$ cat config.mk
export PLATFORM = sky130hd
export DESIGN_NAME = rc5_job_ctrl
export DESIGN_NICKNAME = d
export VERILOG_FILES = /design/src/rtl/rc5_ctrl_pkg.sv /design/src/rtl/rc5_rr_arbiter.sv /design/src/rtl/rc5_job_ctrl.sv
export SDC_FILE = /design/constraint.sdc
export NUM_CORES = 1
export LEC_CHECK = 0
export ABC_AREA = 1
export BUFFER_PORTS_ARGS = -buffer_cell sky130_fd_sc_hd__buf_2
export CORE_AREA = 2 2 174 176
export DETAILED_ROUTE_END_ITERATION = 10
export DIE_AREA = 0 0 176 178
export SYNTH_ARGS = -nofsm -noshare
export SYNTH_HDL_FRONTEND = slang
export SYNTH_SLANG_ARGS = --single-unit
$ cat constraint.sdc
create_clock -name clk -period 7.7 [get_ports clk]
set_input_delay 0.77 -clock clk [delete_from_list [all_inputs] [get_ports clk]]
set_output_delay 0.77 -clock clk [all_outputs]
set_load 0.005 [all_outputs]
$ cat src/rtl/rc5_ctrl_pkg.sv
// Shared types and constants for the RC5 job controller.
package rc5_ctrl_pkg;
   typedef enum logic [1:0] {IDLE, ISSUE, WAIT, RESP} state_t;
   typedef enum logic {MODE_ENC = 1'b0, MODE_DEC = 1'b1} mode_t;

   localparam logic [4:0] RC5_DEFAULT_ROUNDS = 5'd12;
   localparam int         RC5_KEY_W          = 128;
   localparam int         RC5_WORD_W         = 32;
endpackage

$ cat src/rtl/rc5_rr_arbiter.sv
// Two-way round-robin arbiter; last_grant only moves when the grant is consumed.
module rc5_rr_arbiter (
   input  logic       clk,
   input  logic       rst,
   input  logic [1:0] valid,
   input  logic       advance,
   output logic [1:0] grant
);
   logic last_grant_q, last_grant_d;

   always_comb begin
      grant = valid;
      if (valid == 2'b11) grant = last_grant_q ? 2'b01 : 2'b10;
      last_grant_d = last_grant_q;
      if (advance && (grant != 2'b00)) last_grant_d = grant[1];
   end

   always_ff @(posedge clk or posedge rst) begin
      if (rst) last_grant_q <= 1'b1;
      else     last_grant_q <= last_grant_d;
   end
endmodule

$ cat src/rtl/rc5_job_ctrl.sv
// Sequences the RC5 core between two requesters and owns its key/rounds config.
// Optional watchdog abort of stuck jobs: define RC5_WATCHDOG_EN.
module rc5_job_ctrl
   import rc5_ctrl_pkg::*;
#(
   parameter int WDOG_CYCLES = 1023
) (
   input  logic                  clk,
   input  logic                  rst,
   input  logic                  cfg_we,
   input  logic [RC5_KEY_W-1:0]  cfg_key,
   input  logic [4:0]            cfg_num_rounds,
   output logic                  cfg_busy,
   input  logic                  req0_valid,
   output logic                  req0_ready,
   input  logic                  req0_mode,
   input  logic [RC5_WORD_W-1:0] req0_data,
   input  logic                  req1_valid,
   output logic                  req1_ready,
   input  logic                  req1_mode,
   input  logic [RC5_WORD_W-1:0] req1_data,
   output logic                  rsp_valid,
   input  logic                  rsp_ready,
   output logic                  rsp_id,
   output logic [RC5_WORD_W-1:0] rsp_data,
   output logic                  rsp_err,
   output logic                  core_encrypt,
   output logic                  core_decrypt,
   output logic [4:0]            core_num_rounds,
   output logic [RC5_KEY_W-1:0]  core_key,
   output logic [RC5_WORD_W-1:0] core_d_in,
   input  logic [RC5_WORD_W-1:0] core_d_out,
   input  logic                  core_done
);
   state_t                  state_q, state_d;
   logic                    id_q, id_d;
   mode_t                   mode_q, mode_d;
   logic [RC5_WORD_W-1:0]   din_q, din_d;
   logic [RC5_WORD_W-1:0]   rsp_data_q, rsp_data_d;
   logic [RC5_KEY_W-1:0]    key_q, key_d;
   logic [4:0]              rounds_q, rounds_d;
   logic [1:0]              grant;
   logic                    accept;
`ifdef RC5_WATCHDOG_EN
   localparam logic [10:0] WDOG_LIMIT = 11'(WDOG_CYCLES - 1);
   logic [10:0]             wdog_q, wdog_d;
   logic                    rsp_err_q, rsp_err_d;
`endif

   rc5_rr_arbiter u_arb (
      .clk     (clk),
      .rst     (rst),
      .valid   ({req1_valid, req0_valid}),
      .advance (accept),
      .grant   (grant)
   );

   // Ready is gated by rst so it reads 0 the moment reset asserts.
   assign req0_ready = !rst && (state_q == IDLE) && grant[0];
   assign req1_ready = !rst && (state_q == IDLE) && grant[1];
   assign accept     = (req0_valid && req0_ready) || (req1_valid && req1_ready);

   assign cfg_busy        = (state_q != IDLE);
   assign rsp_id          = id_q;
   assign rsp_data        = rsp_data_q;
   assign core_d_in       = din_q;
   assign core_key        = key_q;
   assign core_num_rounds = rounds_q;
`ifdef RC5_WATCHDOG_EN
   assign rsp_err = rsp_err_q;
`else
   assign rsp_err = 1'b0;
`endif

   always_comb begin
      state_d      = state_q;
      id_d         = id_q;
      mode_d       = mode_q;
      din_d        = din_q;
      rsp_data_d   = rsp_data_q;
      key_d        = key_q;
      rounds_d     = rounds_q;
      core_encrypt = 1'b0;
      core_decrypt = 1'b0;
      rsp_valid    = 1'b0;
`ifdef RC5_WATCHDOG_EN
      wdog_d       = wdog_q;
      rsp_err_d    = rsp_err_q;
`endif
      case (state_q)
         IDLE: begin
            if (cfg_we) begin
               key_d = cfg_key;
               if (cfg_num_rounds != 5'd0) rounds_d = cfg_num_rounds;
            end
            if (accept) begin
               id_d    = grant[1];
               mode_d  = mode_t'(grant[1] ? req1_mode : req0_mode);
               din_d   = grant[1] ? req1_data : req0_data;
               state_d = ISSUE;
            end
         end
         ISSUE: begin
            core_encrypt = (mode_q == MODE_ENC);
            core_decrypt = (mode_q == MODE_DEC);
            state_d      = WAIT;
`ifdef RC5_WATCHDOG_EN
            wdog_d       = 11'd0;
`endif
         end
         WAIT: begin
            if (core_done) begin
               rsp_data_d = core_d_out;
               state_d    = RESP;
`ifdef RC5_WATCHDOG_EN
               rsp_err_d  = 1'b0;
            end else if (wdog_q == WDOG_LIMIT) begin
               rsp_data_d = '0;
               rsp_err_d  = 1'b1;
               state_d    = RESP;
            end else begin
               wdog_d     = wdog_q + 11'd1;
`endif
            end
         end
         RESP: begin
            rsp_valid = 1'b1;
            if (rsp_ready) state_d = IDLE;
         end
         default: state_d = IDLE;
      endcase
   end

   always_ff @(posedge clk or posedge rst) begin
      if (rst) begin
         state_q    <= IDLE;
         id_q       <= 1'b0;
         mode_q     <= MODE_ENC;
         din_q      <= '0;
         rsp_data_q <= '0;
         key_q      <= '0;
         rounds_q   <= RC5_DEFAULT_ROUNDS;
`ifdef RC5_WATCHDOG_EN
         wdog_q     <= '0;
         rsp_err_q  <= 1'b0;
`endif
      end else begin
         state_q    <= state_d;
         id_q       <= id_d;
         mode_q     <= mode_d;
         din_q      <= din_d;
         rsp_data_q <= rsp_data_d;
         key_q      <= key_d;
         rounds_q   <= rounds_d;
`ifdef RC5_WATCHDOG_EN
         wdog_q     <= wdog_d;
         rsp_err_q  <= rsp_err_d;
`endif
      end
   end
endmodule
# Word level (Yosys, flattened, before mapping)
# Cells that the tools add are included.
# Widths: inputs -> output; s select.
[totals]
output_inout_bits = 205
ff_bits = 202
wordCells = 44
in_bits = 238
[classes]
reduce_logical = 17
eq_ne = 7
mux = 11
bitwise = 1
[op_table]
columns = ["operator", "n"]
rows = [
  ["$mux 32", 1],
  ["$mux 2", 5],
  ["$pmux 2 s4", 1],
  ["$eq 2x2->1 const B", 3],
  ["$logic_and 1x1->1", 6],
  ["$reduce_and 2->1", 3],
  ["$reduce_and 3->1", 2],
  ["$reduce_bool 5->1", 1],
  ["$mux 1", 4],
  ["$ne 2x2->1 const B", 2],
  ["$reduce_bool 2->1", 2],
  ["$eq 2x1->1 const B", 1],
  ["$logic_not 2->1", 1],
  ["$ne 2x1->1 const B", 1],
  ["$logic_not 1->1", 1],
  ["$logic_or 1x1->1", 1],
  ["$not 1->1", 1],
]

# Logic depth before layout (Yosys ltp)
# Gate-level depths: netlist (run 1).
[depth]
ltp_word = 7
ltp_mapped = 10
depth_no_buf = 9

# Hierarchy
# From an unflattened synthesis (run 1), not the netlist that was laid out.
[unflattened]
cells_unflattened = 823
hier_area_um2 = 8029.0
[by_module_without_submodules]
columns = ["mod", "area_per_inst_um2", "seq_area_each_um2", "n_inst", "cells_per_inst"]
rows = [
  ["rc5_job_ctrl", 7963.9, 5032.3, 1, 814],
  ["rc5_rr_arbiter", 65.1, 26.3, 1, 9],
]

# Worst setup path after synthesis (run 1)
# OpenSTA, ideal clock, no wires.
[synth_path]
path_type = "input to output"
start = "input port rst"
end = "output port req1_ready"
t_required_ps = 6930
t_arrival_ps = 5934
n_path_buf = 0
slack_ps = 996
path_stages = 3
cell_sequence = "inv_1 > nand4_2 > inv_1"
[synth_via]
elab_chain_cells = 3
[synth_rtl]
columns = ["element", "line", "rtl"]
rows = [
  ["start, declared", "rc5_job_ctrl.sv:9", "input logic rst,"],
  ["$logic_not 1->1 (no source line)", "n/a", ""],
  ["$logic_and 1x1->1 (2 in a row)", "rc5_job_ctrl.sv:60", "assign req1_ready = !rst && (state_q == IDLE) && grant[1];"],
  ["end, declared", "rc5_job_ctrl.sv:19", "output logic req1_ready,"],
]
# Every way passes these cells.

# Worst setup path after layout (run 1)
[layout_path]
start = "register state_q[0]"
end = "register key_q[106], in the netlist core_key[106]"
[layout_via]
elab_chain_cells = 2
[layout_rtl]
columns = ["element", "line", "rtl"]
rows = [
  ["start, declared", "rc5_job_ctrl.sv:35", "state_t state_q, state_d;"],
  ["start signal, assigned", "rc5_job_ctrl.sv:148", "state_q <= state_d;"],
  ["$logic_not 2->1", "rc5_job_ctrl.sv:90", "case (state_q)"],
  ["$reduce_and 2->1 (no source line)", "n/a", ""],
  ["end signal, assigned", "rc5_job_ctrl.sv:153", "key_q <= key_d;"],
  ["end, declared", "rc5_job_ctrl.sv:40", "logic [RC5_KEY_W-1:0] key_q, key_d;"],
]
# Every way passes these cells.
# A chain may end at the register's enable or synchronous reset.

==> results of run 1 <==
-- flip-flops by register name (all words and copies together), names as in the netlist --
signal / flops
u_arb.last_grant_q: 1
rsp_data: 32
core_d_in: 32
state_q: 2
rsp_id: 1
mode_q: 1
core_num_rounds: 5
core_key: 128
-- path summary, 6_finish.rpt --
path / start / endpoint / slack [ns] / depth (start not counted)
worst max-delay path: state_q[0] / core_key[106] / 4.84 / 7
worst min-delay path: rst / core_key[108] / 0.35 / 2
worst max register to register: state_q[0] / core_key[106] / 4.84 / 7
worst min register to register: core_key[0] / core_key[0] / 0.47 / 2
max in group asynchronous: rst / rsp_data[29] / 6.11 / 3
min in group clk: cfg_key[47] / core_key[47] / 0.45 / 3
-- layout by cell type, fill, tap and decap left out, types with 2 or more instances in the layout --
master        n
buf_2       441
nand2_1     436
dfrtp_1     199
inv_1        48
o21ai_0      39
nor2_1       34
mux2_2       32
a21oi_1      26
clkbuf_16    23
a21oi_2       7
clkbuf_8      6
clkbuf_1      6
buf_4         6
diode_2       5
nand3_1       4
ha_1          4
dfstp_2       3
nand2_4       2
clkinvlp_4    2
clkinv_2      2
-- final cells by class --
type	count	area, um2	share of cell area
multi-input cells	590	2660	0.2330
diodes	5	12.51	0.001096
well taps	390	488.0	0.04274
clock buffers	35	680.7	0.05962
inverters	51	201.4	0.01764
repair buffers	447	2252	0.1973
clock inverters	6	63.81	0.005589
flip-flops and latches	202	5059	0.4431
-- cells in the mapped netlist (all sizes together), types with 3 or more instances --
| library cell | number | area, um2 |
|---|---|---|
| clkbuf | 12 | 45.04 |
| dfrtp | 199 | 4980 |
| inv | 51 | 191.4 |
| nand2 | 438 | 1652 |
| nor2 | 35 | 138.9 |
| dfstp | 3 | 78.83 |
| a21oi | 33 | 191.4 |
| nand3 | 5 | 37.54 |
| o21ai | 40 | 200.2 |
| mux2 | 32 | 360.4 |
| ha | 4 | 50.05 |
| buf | 34 | 207.7 |
-- stage by stage --
stage | worst slack (ns) | util | total power (W) | hold WS, ns
floorplan | 0.9955 | - | 0.002677 | 0.4652
global placement | 4.694 | 0.3626 | 0.003436 | 0.4568
detailed placement | 4.709 | 0.3626 | 0.003468 | 0.4593
CTS | 4.751 | 0.3879 | 0.004575 | 0.3858
global route | 4.525 | 0.3881 | 0.004865 | 0.3986
finish | 4.845 | 0.3883 | 0.004502 | 0.3523
-- layer usage --
| metal | track usage | part of all wire | wire (um) |
|---|---|---|---|
| met1 | 0.1768 | 0.41 | 9769 |
| met2 | 0.2469 | 0.48 | 11570 |
| met3 | 0.03581 | 0.081 | 1948 |
| met4 | 0.05475 | 0.027 | 656 |
| met5 | 0 | 0.00067 | 16 |
-- logic make-up (layout without fill, tap and decap cells) --
kind of cell	Yosys count	count (layout)
AO/OA/AOI/OAI	74	74
buffers and inverters	97	539
flip-flops	202	202
multiplexers	32	32
adder cells (fa/ha/maj)	4	4
AND/OR/NAND/NOR	479	479
other	1	6
-- report_power, final --
part / switching [W] / internal (W)
Sequential: 0.000263 / 0.00158
Clock: 0.000436 / 0.000642
Combinational: 0.000865 / 0.000716
==> impl_metrics.yaml, run 1 <==
synth:
  yosys_register_bits: 202
  synth.mux.area_fraction: 0.04419
  synth.avg_cell_area_um2: 9.174
  synthCells: 889
  seq_area_frac_synth: 0.6203
  yosys_warnings: 0
  synth-xor-area-share: 0
  yosys.cell_types.count: 25
  synthAdderAreaFrac: 0.006137
  synth_edf_count: 0
  syn_nets: 1131
  synth_top_family_by_area: "simple AND/OR/NAND/NOR gates"
  synthFlopType: "dfrtp_1"
  synthArstFlopShare: 1.000
  synth_simple_gate_area_share: 0.2257
  syn_area_mm2: 0.008155
  synth_compound_area_frac: 0.04879
finish:
  nets: 1557
  fin_cells: 1726
  fin_area_mm2: 0.01142
  syn2layout_area_growth_pct: 40.00
  drive_above_1_share: 0.3997
  fill_cells: 3031
critical_path:
  path_max_fanout: 72
  cp_cell_sequence: "inv_1 -> ha_1 -> nand2_4 -> inv_4 -> buf_4 -> nand2_1 -> nand2_1"
  cp_data_arrival_time_ns: 3.31
  path_buf_inv: 3
  cp.required_ns: 8.15
  end_kind: "flop"
  critPathSlowestCell: "buf_4"
  critPathMaxStageDelay_ns: 0.72
  critPathLaunchType: "flop"
  path_common_cell: "nand2_1"
  path_delay_family: "buffers and inverters"
  critPathKind: "reg -> reg"
route:
  wl_mm: 23.97
  drc: 0
  ant_nets: 0
  vias: 7165
  first_pass_iters: 4
  drtIter0Drc: 304
  wl_per_cell_um: 13.88
  vias_per_cell: 4.151
placed_design:
  hpwl_mm: 17.42
  portBuffers: 441
  gp_congestion: 0.7884
  post-place-cells: 1680
  post_dp_cell_area_mm2: 0.01066
power_and_ir_drop:
  powerDensity_mw_per_mm2: 394.4
  power.leakage_nw: 6.496
  ir_drop_v: 0.0001248
grt:
  grt_max_degree: 78
  grt_pass1_vias: 6991
  grt-ovfl-total: 0
  grt_antenna_before_repair: 3
  grt_util_all_layers: 0.1446
  grt_pass1_wl_mm: 36.45
die:
  core-area_mm2: 0.02940
  die_x_um: 176
  rows: 63
  die-area_mm2: 0.03133
  ios: 443
  die_y_um: 178
  initial_core_util: 0.2774
clock_tree:
  cts_sinks: 202
  clk_pin_slew_worst_paths_ns: 0.06
  cts_tree: "built"
  cts_buffer_depth: 3
  clockRootBuffer: "clkbuf_16"
  cts-resized-gates: 0
  cts_made_buffers: 23
  cts_hold_buf: 0
  post-cts-setup-buffer-count: 0
  h-tree-depth: 1
  clock_latency_ns: 0.51
timing:
  fin_skew_ns: 0.01446
  hold_viol: 0
  max_freq_mhz: 350.2
  relSlewSlack: 0.4497
  fin_crit_sh: 0.3708
  fin_crit_ns: 2.855
  worst_pin_slew_ns: 0.8254
  rsz0062_at_grt: "false"
  setup-tns-final_ns: 0
  finalSetupViolations: 0
  slew_violations: 0
min_path:
  hold_path.class: "in -> async"
run_status:
  status: "complete, no violations"
run:
  cap_viol_max_count: 0
Power figures use the tool's default switching activity.
==> inputs of run 2 (changes only) <==
Settings changed: ABC_AREA 1 to 0, CORE_AREA 2 2 174 176 to 2 2 173 175, DIE_AREA 0 0 176 178 to 0 0 175 177.
Clock period 7.7 ns to 2.4 ns, I/O delays scaled along.
==> impl_metrics.yaml, run 2 <==
placed_design:
  post-place-cells: 1374
  hpwl_mm: 16.41
  portBuffers: 441
  gp_congestion: 0.7668
clock_tree:
  cts_tree: "built"
  h-tree-depth: 1
  cts_buffer_depth: 3
  cts_made_buffers: 24
  clockRootBuffer: "clkbuf_16"
  clk_pin_slew_worst_paths_ns: 0.06
  clock_latency_ns: 0.52
  post-cts-setup-buffer-count: 0
  cts_sinks: 202
synth:
  syn_area_mm2: 0.008108
  yosys_warnings: 0
  synth_edf_count: 0
  yosys_register_bits: 202
  synthTopCellsByCount: "dfrtp_1, mux2_2, nand2_1"
  synth.avg_cell_area_um2: 14.30
  synthArstFlopShare: 1.000
  synthCells: 567
  synth_top_area_cell: "dfrtp_1"
  synth_top_area_share: 0.6142
  syn_nets: 809
  synthMostInstantiatedCell: "dfrtp_1"
  synthFlopType: "dfrtp_1"
  synthTopCellsByArea: "dfrtp_1, mux2_2, mux2_4"
  yosys.cell_types.count: 29
  seq_area_frac_synth: 0.6239
finish:
  fin_cells: 1654
  layout_commonest_cell: "buf_2"
  largest_reg_flops: 128
  nets: 1486
  drive_above_1_share: 0.5246
  mostFrequentLayoutCells: "buf_2, dlygate4sd3_1, dfrtp_1, mux2_2, nand2_1"
  syn2layout_area_growth_pct: 71.05
critical_path:
  path_max_fanout: 4
  reg2reg_from: "state_q[0]"
  cp_cell_sequence: "inv_1 -> ha_1 -> nor2b_4 -> nand2_1 -> a21oi_1 -> buf_2"
  r2r_slack_ns: 0.42
  path_buf_inv: 2
  end_kind: "output pin"
  critPathMaxStageDelay_ns: 0.41
  critPathSlowestCell: "dfrtp_1"
  rr_endpoint: "core_key[32]"
  reg2regPathDepth: 5
  critPathLaunchType: "flop"
  critPathKind: "reg -> out"
  cp_data_arrival_time_ns: 1.83
  path_delay_family: "flip-flops"
  cp.required_ns: 2.16
timing:
  finalSetupViolations: 0
  max_freq_mhz: 483.0
  relSlewSlack: 0.1628
  rsz0062_at_grt: "false"
  hold_viol: 0
  whs_ns: 0.1767
  fin_crit_ns: 2.070
  worst_pin_slew_ns: 1.256
  fin_skew_ns: 0.02569
  fin_crit_sh: 0.8627
  slew_violations: 0
grt:
  grt_util_all_layers: 0.1655
  grt-ovfl-total: 0
  grt_max_degree: 102
  grt_antenna_before_repair: 2
  grt_pass1_vias: 7786
  grt_pass1_wl_mm: 41.05
route:
  drtIter0Drc: 197
  drc: 0
  ant_nets: 0
  wl_mm: 26.92
  first_pass_iters: 4
  vias_per_cell: 4.380
  vias: 7245
  wl_per_cell_um: 16.28
power_and_ir_drop:
  power.leakage_nw: 6.690
  power_frac_comb: 0.377
  powerDensity_mw_per_mm2: 1144
  p_clk_frac: 0.237
  ir_drop_v: 0.0005426
  sequentialPowerShare: 0.386
  switching_power_w: 0.004876
  swShare: 0.3074
  intPower_w: 0.01099
min_path:
  hold_path_end: "state_q[0]"
  whs_path_depth: 3
  min_from: "rsp_ready"
  hold_path.class: "in -> reg"
run:
  cap_viol_max_count: 0
die:
  ios: 443
  initial_core_util: 0.2772
  die-area_mm2: 0.03098
  die_y_um: 177
  die_x_um: 175
  core-area_mm2: 0.02924
  rows: 63
run_status:
  status: "complete, no violations"
run 2: per-layer routing:
layer  GRT usage  vias up  wire (um)
met2      0.2978      368      13380
met4     0.06181        0        916
met1      0.1893     3500      10400
met3     0.04231       63       2224
li1            -     3314          -
met5           0        -          0
run 2: cells by family (layout without fill, tap and decap cells):
| kind of cell | after synthesis | count (layout) | share of synthesized area |
|---|---|---|---|
| and+or+nand+nor | 112 | 112 | 0.05602 |
| muxes | 161 | 161 | 0.2389 |
| other | 1 | 3 | 0.0004625 |
| buffers and inverters | 39 | 734 | 0.03472 |
| adders and majority gates | 4 | 4 | 0.006173 |
| DFF | 202 | 202 | 0.6239 |
| AOI/OAI and AO/OA | 48 | 48 | 0.03981 |
run 2: how the worst max path moves through the flow:
| stage | startpoint | end | cells past startpoint |
|---|---|---|---|
| 2_1_floorplan | rst | core_d_in[0] | 1 |
| 5_1_grt | state_q[0] | req0_ready | 6 |
| 3_3_place_gp | state_q[0] | core_key[17] | 5 |
| 6_report | state_q[0] | req0_ready | 6 |
| 4_1_cts | state_q[0] | req0_ready | 6 |
| 3_5_place_dp | state_q[0] | core_key[98] | 5 |
run 2: through the flow:
stage               TNS (ns)  total power [W]    util  cell area, um2  setup WS (ns)
floorplan             -90.32         0.009153       -            8112        -0.4539
global placement           0          0.01160  0.3656           10690         0.5167
detailed placement         0          0.01173  0.3656           10690         0.4449
CTS                        0          0.01588  0.4741           13860         0.2823
global route               0          0.01681  0.4741           13870         0.1924
finish                     0          0.01586  0.4742           13870         0.3295
run 2: worst min-delay path: cells and delay by family:
family          cells  cell delay, ns
compound gates      1            0.28
buf+inv             1            0.08
simple gates        1            0.05
run 2: final cells by class:
type	instances	area, um2
antenna	2	5.005
fill	2493	15380
inverter	6	26.28
multi-input combinational	326	2768
clock buffer	33	725.7
sequential	202	5059
tap	390	488.0
timing repair buffer	684	4692
clock inverter	11	105.1
run 2: timing repair:
action,in CTS,in global routing
endpoints found under the hold margin,247,0
hold buffers,234,0
resized for setup,0,0
run 2: power by group through the flow:
stage               combinational [W]  sequential (W)  clock, W
global route                  0.00647         0.00632   0.00401
floorplan                     0.00293         0.00622         0
finish                        0.00598         0.00612   0.00376
global placement              0.00554         0.00606         0
detailed placement            0.00564         0.00610         0
CTS                           0.00596         0.00606   0.00386
==> inputs of run 3 (changes only) <==
Settings changed: CORE_AREA 2 2 173 175 to 2 2 174 176, DIE_AREA 0 0 175 177 to 0 0 176 178.
Clock period 2.4 ns to 2.3 ns, I/O delays scaled along.
==> impl_metrics.yaml, run 3 (same netlist as run 2, synthesis figures left out) <==
timing:
  finalSetupViolations: 0
  worst_pin_slew_ns: 1.290
  rsz0062_at_grt: "false"
  setup-tns-final_ns: 0
  fin_crit_ns: 2.083
  fin_skew_ns: 0.01117
  max_freq_mhz: 480.1
  slew_violations: 0
  relSlewSlack: 0.1398
  fin_crit_sh: 0.9056
  whs_ns: 0.02069
  hold_viol: 0
die:
  die_x_um: 176
  initial_core_util: 0.2758
  core-area_mm2: 0.02940
  ios: 443
  die-area_mm2: 0.03133
  die_y_um: 178
  rows: 63
grt:
  grt_antenna_before_repair: 4
  grt_pass1_wl_mm: 42.50
  grt_util_all_layers: 0.1717
  grt-ovfl-total: 0
  grt_max_degree: 77
  grt_pass1_vias: 7826
clock_tree:
  clock_latency_ns: 0.50
  cts_buffer_depth: 3
  cts_made_buffers: 23
  cts_sinks: 202
  post-cts-setup-buffer-count: 0
  cts_tree: "built"
  clk_pin_slew_worst_paths_ns: 0.05
  clockRootBuffer: "clkbuf_16"
  h-tree-depth: 1
placed_design:
  gp_congestion: 0.7344
  hpwl_mm: 18.02
  portBuffers: 441
critical_path:
  critPathSlowestCell: "dfrtp_1"
  cp_data_arrival_time_ns: 1.85
  reg2reg_from: "u_arb.last_grant_q"
  cp.required_ns: 2.07
  cp_cell_sequence: "inv_1 -> ha_1 -> nor2b_4 -> nand2_1 -> a21oi_2 -> buf_2"
  reg2regPathDepth: 4
  critPathMaxStageDelay_ns: 0.40
  path_max_fanout: 4
  r2r_slack_ns: 0.38
  end_kind: "output pin"
  critPathKind: "reg -> out"
  critPathLaunchType: "flop"
  rr_endpoint: "core_d_in[11]"
route:
  first_pass_iters: 4
  wl_per_cell_um: 17.09
  drc: 0
  drtIter0Drc: 278
  wl_mm: 28.27
  vias_per_cell: 4.391
  ant_nets: 0
  vias: 7262
run_status:
  status: "complete, no violations"
min_path:
  whs_path_depth: 3
  min_from: "req0_data[26]"
  hold_path_end: "core_d_in[26]"
  hold_path.class: "in -> reg"
finish:
  nets: 1487
  largest_reg_flops: 128
  syn2layout_area_growth_pct: 70.51
  fin_util: 0.4702
  drive_above_1_share: 0.5210
  layout_commonest_cell: "buf_2"
  mostFrequentLayoutCells: "buf_2, dlygate4sd3_1, dfrtp_1, mux2_2, nand2_1"
power_and_ir_drop:
  powerDensity_mw_per_mm2: 1185
  power.leakage_nw: 6.652
  ir_drop_v: 0.0005944
run:
  cap_viol_max_count: 0
## run 3: area by class of cell
cell class / count / area (um2)
antenna: 3 / 7.507
tap: 390 / 488.0
fill: 2553 / 15580
sequential: 202 / 5059
clock inverter: 4 / 70.07
clock buffer: 37 / 668.1
multi-input combinational: 326 / 2771
inverter: 6 / 26.28
timing repair buffer: 686 / 4735
## run 3: how the worst max path moves through the flow
| stage | cells after the start | end | from | slack, ns |
|---|---|---|---|---|
| 3_3_place_gp | 5 | core_key[127] | state_q[0] | 0.44 |
| 4_1_cts | 6 | req0_ready | state_q[0] | 0.10 |
| 2_1_floorplan | 1 | core_d_in[0] | rst | -0.54 |
| 6_report | 6 | req0_ready | state_q[0] | 0.22 |
| 3_5_place_dp | 5 | core_key[53] | state_q[0] | 0.38 |
| 5_1_grt | 6 | req0_ready | state_q[0] | 0.04 |
## run 3: power by group
part / switching (W) / internal [W]
Clock: 0.00144 / 0.00220
Sequential: 0.000993 / 0.00541
Combinational: 0.00265 / 0.00369
Total: 0.00508 / 0.0113
## run 3: routing by layer
metal  wire length (um)  global-route usage
met1              10540              0.1870
met2              14360              0.3192
met3               2471             0.04987
met4                889             0.05716
met5                  7                   0
## run 3: worst max-delay path, delay by kind of cell (launching register included)
kind,cells,cell delay [ns]
AO/OA/AOI/OAI,1,0.17
adder cells (fa/ha/maj),1,0.23
buffers and inverters,2,0.24
flip-flops,1,0.40
AND/OR/NAND/NOR,2,0.31
## run 3: what timing repair did
action / 4_1_cts / 5_1_grt
hold endpoints to repair: 201 / 0
hold buffers: 230 / 0
resized for setup: 1 / 0
setup endpoints to repair: 1 / 0
## run 3: through the flow
step                power (W)  setup slack (ns)  cells  cell area [um2]
global route          0.01738           0.04014   1652            13820
finish                0.01638            0.2171   1654            13820
detailed placement    0.01239            0.3809   1380            10770
global placement      0.01223            0.4355   1380            10770
floorplan            0.009551           -0.5439    567             8112
CTS                   0.01645            0.1003   1651            13820
